File: src/rtl/layer_mac_sequencer.sv
// layer_mac_sequencer
//   Evaluates one fully-connected layer by running every neuron through a
//   single shared 8x8 signed MAC. For each neuron n it streams activation and
//   weight reads for i = 0..N_IN-1, accumulates bias + sum(act*w) and
//   requantises the result (ReLU, round-half-up, saturate) to 0..127.
//
// Ports
//   clk, reset          rising-edge clock, synchronous active-high reset
//   start               request a layer evaluation (ignored while busy)
//   busy, done          busy through the run; done pulses once at the end
//   act_addr/act_data   activation buffer, 1-cycle synchronous read
//   w_addr/w_data       weight ROM (address n*N_IN+i), 1-cycle synchronous read
//   b_addr/b_data       bias ROM (address n), 1-cycle synchronous read
//   out_valid           one-cycle strobe qualifying out_idx/out_data
//   out_idx, out_data   neuron index and its requantised activation (held)
module layer_mac_sequencer #(
  parameter  int N_IN  = 15,
  parameter  int N_OUT = 16,
  parameter  int ACC_W = 23,
  parameter  int FRAC  = 6,
  localparam int AAW   = (N_IN > 1) ? $clog2(N_IN) : 1,
  localparam int WAW   = (N_IN * N_OUT > 1) ? $clog2(N_IN * N_OUT) : 1,
  localparam int BAW   = (N_OUT > 1) ? $clog2(N_OUT) : 1
) (
  input  logic           clk,
  input  logic           reset,
  input  logic           start,
  output logic           busy,
  output logic           done,
  output logic [AAW-1:0] act_addr,
  input  logic [7:0]     act_data,
  output logic [WAW-1:0] w_addr,
  input  logic [7:0]     w_data,
  output logic [BAW-1:0] b_addr,
  input  logic [15:0]    b_data,
  output logic           out_valid,
  output logic [BAW-1:0] out_idx,
  output logic [7:0]     out_data
);

  typedef enum logic [2:0] {IDLE, ISSUE, DRAIN, EMIT, FIN} state_t;

  state_t state, state_nxt;

  logic [AAW-1:0]           i;
  logic [BAW-1:0]           n;
  logic                     rd_vld;    // read data for a previous ISSUE cycle is on the bus
  logic                     rd_first;  // that data is element 0: seed acc with the bias
  logic signed [ACC_W-1:0]  acc, acc_nxt;
  logic signed [15:0]       a16, w16, prod;
  logic [7:0]               q_nxt;

  localparam logic [AAW-1:0] I_LAST = AAW'(N_IN - 1);
  localparam logic [BAW-1:0] N_LAST = BAW'(N_OUT - 1);

  function automatic logic [7:0] quant(input logic signed [ACC_W-1:0] a);
    logic [7:0] r;
    if (a[ACC_W-1]) return 8'd0;
    if (|a[ACC_W-2:FRAC+7]) return 8'd127;
    r = {1'b0, a[FRAC+6:FRAC]} + {7'd0, a[FRAC-1]};
    return r[7] ? 8'd127 : r;
  endfunction

  always_ff @(posedge clk) begin
    if (reset) state <= IDLE;
    else       state <= state_nxt;
  end

  always_comb begin
    state_nxt = state;
    busy      = (state != IDLE);
    done      = (state == FIN);
    out_valid = (state == EMIT);
    unique case (state)
      IDLE:    if (start) state_nxt = ISSUE;
      ISSUE:   if (i == I_LAST) state_nxt = DRAIN;
      DRAIN:   state_nxt = EMIT;
      EMIT:    state_nxt = (n == N_LAST) ? FIN : ISSUE;
      FIN:     state_nxt = IDLE;
      default: state_nxt = IDLE;
    endcase
  end

  assign act_addr = i;
  assign b_addr   = n;
  assign w_addr   = WAW'(int'(n) * N_IN + int'(i));

  always_comb begin
    a16     = {8'd0, act_data};
    w16     = {{8{w_data[7]}}, w_data};
    prod    = a16 * w16;
    acc_nxt = (rd_first ? {{(ACC_W-16){b_data[15]}}, b_data} : acc)
              + {{(ACC_W-16){prod[15]}}, prod};
    q_nxt   = quant(acc_nxt);
  end

  // Products trail the addresses by one cycle, so the accumulate is driven by
  // a delayed copy of "ISSUE was active" rather than by the current state;
  // the DRAIN cycle therefore absorbs the final product automatically.
  always_ff @(posedge clk) begin
    if (reset) begin
      i        <= '0;
      n        <= '0;
      rd_vld   <= 1'b0;
      rd_first <= 1'b0;
      acc      <= '0;
      out_idx  <= '0;
      out_data <= '0;
    end else begin
      rd_vld   <= (state == ISSUE);
      rd_first <= (state == ISSUE) && (i == '0);
      if (state == ISSUE) i <= (i == I_LAST) ? '0 : i + 1'b1;
      if (state == EMIT)  n <= (n == N_LAST) ? '0 : n + 1'b1;
      if (rd_vld) acc <= acc_nxt;
      if (state == DRAIN) begin
        out_data <= q_nxt;
        out_idx  <= n;
      end
    end
  end

endmodule

File: config.mk
export PLATFORM = sky130hd
export DESIGN_NAME = layer_mac_sequencer
export DESIGN_NICKNAME = d
export VERILOG_FILES = /design/src/rtl/layer_mac_sequencer.sv
export SDC_FILE = /design/constraint.sdc
export NUM_CORES = 1
export LEC_CHECK = 0
export ABC_CLOCK_PERIOD_IN_PS = 17490
export BUFFER_PORTS_ARGS = -buffer_cell sky130_fd_sc_hd__buf_2
export CAP_MARGIN = 15
export CORE_MARGIN = 3
export CORE_UTILIZATION = 50
export DETAILED_ROUTE_END_ITERATION = 8
export HOLD_SLACK_MARGIN = 0.08
export PLACE_DENSITY = 0.7
export SYNTH_ARGS = -nofsm -noshare
export SYNTH_HDL_FRONTEND = slang
export SYNTH_SLANG_ARGS = --single-unit
File: constraint.sdc
create_clock -name clk -period 17.49 [get_ports clk]
set_clock_uncertainty 0.2 [all_clocks]
set_input_delay 0.8745 -clock clk [delete_from_list [all_inputs] [get_ports clk]]
set_output_delay 0.8745 -clock clk [all_outputs]
set_load 0.02 [all_outputs]
# Word-level counts from Yosys, hierarchy flattened
# Cells that the tools add are included.
dict set report op_classes {
  add_sub_neg 5
  multipliers 2
  eq_ne 8
  mux 15
  reduce_logical 6
}
# op count
set op_table {}
lappend op_table {{8-bit two-way mux} 4}
lappend op_table {{23-bit adder} 1}
lappend op_table {{23-bit two-way mux} 1}
lappend op_table {{9-bit by 8-bit multiplier with 16-bit output} 1}
lappend op_table {{3-bit one-hot mux with 4 select lines} 1}
lappend op_table {{3-bit two-way mux} 3}
lappend op_table {{9-bit OR reduction} 1}
lappend op_table {{4-bit by 1-bit adder with 4-bit output (second input constant)} 2}
lappend op_table {{7-bit by 1-bit adder with 8-bit output} 1}
lappend op_table {{8-bit by 4-bit adder with 8-bit output} 1}
lappend op_table {{4-bit equality test (second input constant)} 2}
lappend op_table {{4-bit by 4-bit multiplier with 8-bit output (second input constant)} 1}
lappend op_table {{4-bit two-way mux} 2}
lappend op_table {{7-bit two-way mux} 1}
lappend op_table {{3-bit by 2-bit equality test with 1-bit output (second input constant)} 2}
lappend op_table {{4-bit zero test} 1}
lappend op_table {{3-bit by 1-bit equality test with 1-bit output (second input constant)} 1}
lappend op_table {{3-bit equality test (second input constant)} 1}
lappend op_table {{3-bit zero test} 1}
lappend op_table {{1-bit two-way mux} 3}
lappend op_table {{3-bit nonzero test} 1}
lappend op_table {{2-bit by 1-bit inequality test with 1-bit output (second input constant)} 1}
lappend op_table {{2-bit inequality test (second input constant)} 1}
lappend op_table {{2-bit AND reduction} 1}
lappend op_table {{1-bit logical AND} 1}
dict set report word_totals {
  regBits 48
  elab_cells 44
}

# Longest topological paths before layout
dict set report logic_depth {
  depth_word 7
  ltp_mapped 32
  depth_no_buf 32
}

# Worst setup path before layout
# Ideal clock, no wire load.
dict set report synth_timing {
  kind {input -> register}
  startpoint {in act_data[1]}
  endpoint {reg out_data[0]}
  setup_time_ns 0.134
  arrival_time_ns 6.939
  setup_slack_ns 10.218
  path_stages 27
  path_cell_list {and2_1 -> fa_1 -> fa_1 -> inv_1 -> fa_1 -> fa_1 -> inv_1 -> ha_1 -> nor2b_1 -> o21ai_0 -> a21boi_0 -> o21ai_0 -> a21boi_0 -> o21a_1 -> nor2_1 -> xnor2_1 -> ha_1 -> and4_1 -> nand3_1 -> a211oi_1 -> or4b_1 -> a21oi_2 -> a2111o_1 -> a2111oi_4 -> o211ai_4 -> nor4_4 -> o22ai_1}
}
dict set report synth_between {
  elab_chain_len 7
  word_cells_on_any_way 11
  classes_between {2 x add/sub; 1 x mul; 7 x mux; 1 x reduce/logical}
}
# element line
set synth_rtl {}
lappend synth_rtl {{start, declared} 31} ;# input logic [7:0] act_data,
lappend synth_rtl {{9-bit by 8-bit multiplier with 16-bit output *} 91} ;# prod = a16 * w16;
lappend synth_rtl {{23-bit adder *} 93} ;# + {{(ACC_W-16){prod[15]}}, prod};
lappend synth_rtl {{parallel branches: the longest is 4 deep, another holds 7-bit by 1-bit adder with 8-bit output} n/a}
lappend synth_rtl {{8-bit two-way mux *} 59} ;# if (|a[ACC_W-2:FRAC+7]) return 8'd127;
lappend synth_rtl {{end signal, assigned} 116} ;# out_data <= q_nxt;
lappend synth_rtl {{end, declared} 38} ;# output logic [7:0] out_data
# Every way passes the cells marked *. The select of a mux whose other input is x is not followed.
# A chain may end at the register's enable or synchronous reset.

# Worst setup path in the final report
# Same ends and word-level chain as after synthesis.

==> flow_metrics.env <==
export IMPL_outcome="completed"
export IMPL_r2r_start="rd_first"
export IMPL_ir_worst_vdd_uv=75.3
export IMPL_grt_pass1_vias=5024
export IMPL_dr_pass1_iters=4
export IMPL_end_kind="flip-flop"
export IMPL_r2r_end="out_data[0]"
export IMPL_clock_sinks=47
export IMPL_drive_gt1_share_pct=13.6
export IMPL_hpwl_um=11100
export IMPL_synth_area_sq_um=6090
export IMPL_timing_max_cap_violations=0
export IMPL_layout_common_cells="inv_1, ha_1, nor2_1"
export IMPL_critPathMaxStageDelay_ns=0.55
export IMPL_syn_nets=873
export IMPL_seq_area_frac_synth_pct=15.4
export IMPL_cts_buffer_depth=2
export IMPL_cts_setup_buffers=0
export IMPL_crit_top_cell="fa_1"
export IMPL_diodes=0
export IMPL_drc_errors=0
export IMPL_grt_max_degree=45
export IMPL_reg2reg_slack_ns=12.73
export IMPL_switching_power_uw=456
export IMPL_nFillCells=1095
export IMPL_p_clk_share_pct=11.3
export IMPL_die_area_sq_um=13600
export IMPL_crit_path_start_kind="input pin"
export IMPL_setup_tns_final_ns=0
export IMPL_overflow=0
export IMPL_synth_edff_count=0
export IMPL_syn_inst=715
export IMPL_drt_iter0_drc=325
export IMPL_power_frac_comb_pct=74.9
export IMPL_internal_power_uw=450
export IMPL_routedWlPerCell_um=15.0
export IMPL_hold_violations=0
export IMPL_worst_r2r_cell_count=14
export IMPL_rows=39
export IMPL_routed_wl_um=13700
export IMPL_yosys_most_used_dff="dfxtp_1"
export IMPL_p_leak_nw=3.30
export IMPL_slew_headroom_pct=39.6
export IMPL_max_slew_worst_pin_slew_ns=0.905
export IMPL_synth_cell_types=69
export IMPL_final_core_util_pct=57.3
export IMPL_tritoncts="built"
export IMPL_holdCritStartpoint="out_data[5]"
export IMPL_holdBufCountCts=0
export IMPL_ys_seq_elements=47
export IMPL_io_pins=66
export IMPL_worst_endpoint_required_ns=17.50
export IMPL_gp_congestion=0.922
export IMPL_cp_data_arrival_time_ns=7.77
export IMPL_yosysWarnings=0
export IMPL_grt_usage_pct=21.5
export IMPL_clockRootBuffer="clkbuf_16"
export IMPL_worstSetupPathType="in2reg"
export IMPL_via_count=5123
export IMPL_final_common_cell="inv_1"
export IMPL_crit_end="out_data[0]"
export IMPL_powerDensity_nw_per_um2=136
export IMPL_setup_viol=0
export IMPL_grt_pass1_wl_um=23700
export IMPL_p_seq_share_pct=13.8
export IMPL_min_period_over_period_pct=44.4
export IMPL_path_clk_slew_ns=0.07
export IMPL_hp_class="reg2reg"
export IMPL_ant_nets=0
export IMPL_antenna_found_initial=0
export IMPL_rsz0062_at_grt="no"
export IMPL_dieHeight_um=116
export IMPL_viasPerCell=5.61
export IMPL_fin_nets=928
export IMPL_cp_startpoint="act_data[1]"
export IMPL_async_reset_ff_share_pct=0
export IMPL_insertion_delay_ns=0.29
export IMPL_fin_crit_ns=7.76
export IMPL_start_util_pct=52.3
export IMPL_port_buffers=64
export IMPL_area_growth_pct=9.73
export IMPL_p_sw_share_pct=50.3
export IMPL_h_tree_depth=2
export IMPL_core_region_area_sq_um=11700
export IMPL_clock_fmax_ghz=0.129
export IMPL_syn_avg_cell_area_sq_um=8.52
export IMPL_post_cts_resize_count=0
export IMPL_cp_max_fo=8
export IMPL_finalMaxSlewViolations=0
export IMPL_cts_buffers=5
export IMPL_crit_slowest_cell="fa_1"
export IMPL_die_x_um=116
-- flip-flops by register name (all words and copies together) (netlist names) --
name      count
state         3
rd_vld        1
rd_first      1
out_idx       4
acc          23
b_addr        4
out_data      7
act_addr      4
-- how the worst min path moves through the flow --
stage,endpoint,slack [ns],cells after the start
2_1_floorplan,acc[1],0.25,2
3_3_place_gp,out_data[5],0.25,2
3_5_place_dp,out_data[5],0.25,2
4_1_cts,out_data[5],0.26,2
5_1_grt,out_data[5],0.29,2
6_report,out_data[5],0.25,2
-- stage by stage --
stage          area [sq um]  std cells  total power [mW]  setup slack (ns)  hold slack (ns)
6_report               6690        914             0.907              9.73            0.254
3_5_place_dp           6530        906             0.799              9.49            0.248
3_3_place_gp           6530        906             0.783              9.72            0.246
4_1_cts                6690        914             0.908              9.76            0.258
5_1_grt                6690        914              1.01              9.23            0.293
2_1_floorplan          6090        715             0.662             10.22            0.254
-- metal layers --
metal | GRT usage, % | routed length (um) | vias up
met2 | 38.1 | 6910 | 102
li1 | - | - | 2540
met4 | 3.17 | 74 | 0
met5 | 0 | 0 | -
met3 | 2.90 | 568 | 5
met1 | 28.4 | 6180 | 2476
-- final cells by class --
cell class | count | area [sq um] | area share, %
clock inverters | 2 | 16.3 | 0.243
repair buffers | 65 | 328 | 4.90
clock buffers | 6 | 139 | 2.08
multi-input cells | 565 | 4760 | 71.1
flip-flops and latches | 47 | 941 | 14.1
inverters | 86 | 328 | 4.90
well taps | 143 | 179 | 2.68
-- synth_stat cells (all sizes together), types with 5 or more instances --
cell type,instances,area (sq um)
a211oi,7,57.6
nor2b,6,37.5
fa,45,901
mux2i,23,230
nor2,76,285
o22ai,5,31.3
a21boi,6,45.0
xor2,7,68.8
o21ai,14,73.8
xnor2,29,288
nand2,47,176
nor3,13,65.1
and3,7,43.8
dfxtp,47,941
and2,47,294
a31oi,10,62.6
mux2,16,180
o21bai,6,45.0
clkbuf,13,48.8
nand3,13,65.1
inv,83,312
a21o,10,75.1
a21oi,42,214
o211ai,6,63.8
ha,78,976
nand3b,5,37.5
-- power groups by stage --
stage / clock [mW] / combinational, mW / sequential [mW]
floorplan: 0 / 0.537 / 0.124
global placement: 0 / 0.656 / 0.127
detailed placement: 0 / 0.672 / 0.128
CTS: 0.104 / 0.679 / 0.125
global route: 0.108 / 0.773 / 0.127
finish: 0.103 / 0.679 / 0.125
-- kinds of logic after synthesis --
| kind of cell | count (synthesis) | share of synthesized area [%] |
|---|---|---|
| and+or+nand+nor | 236 | 19.4 |
| AOI/OAI and AO/OA | 128 | 14.7 |
| adders and majority gates | 124 | 31.0 |
| buffers and inverters | 103 | 6.51 |
| DFF | 47 | 15.4 |
| muxes | 39 | 6.73 |
| xor gates and xnor gates | 37 | 6.22 |
| other | 1 | 0.0615 |
-- critical path, delay by kind of cell --
kind | cells | cell delay, ns
adder cells (fa/ha/maj) | 7 | 3.09
multiplexers | 1 | 0.27
buffers and inverters | 3 | 0.24
AND/OR/NAND/NOR | 7 | 1.24
AO/OA/AOI/OAI | 8 | 1.70
XOR/XNOR | 2 | 0.35
(Power assumes the default switching activity.)
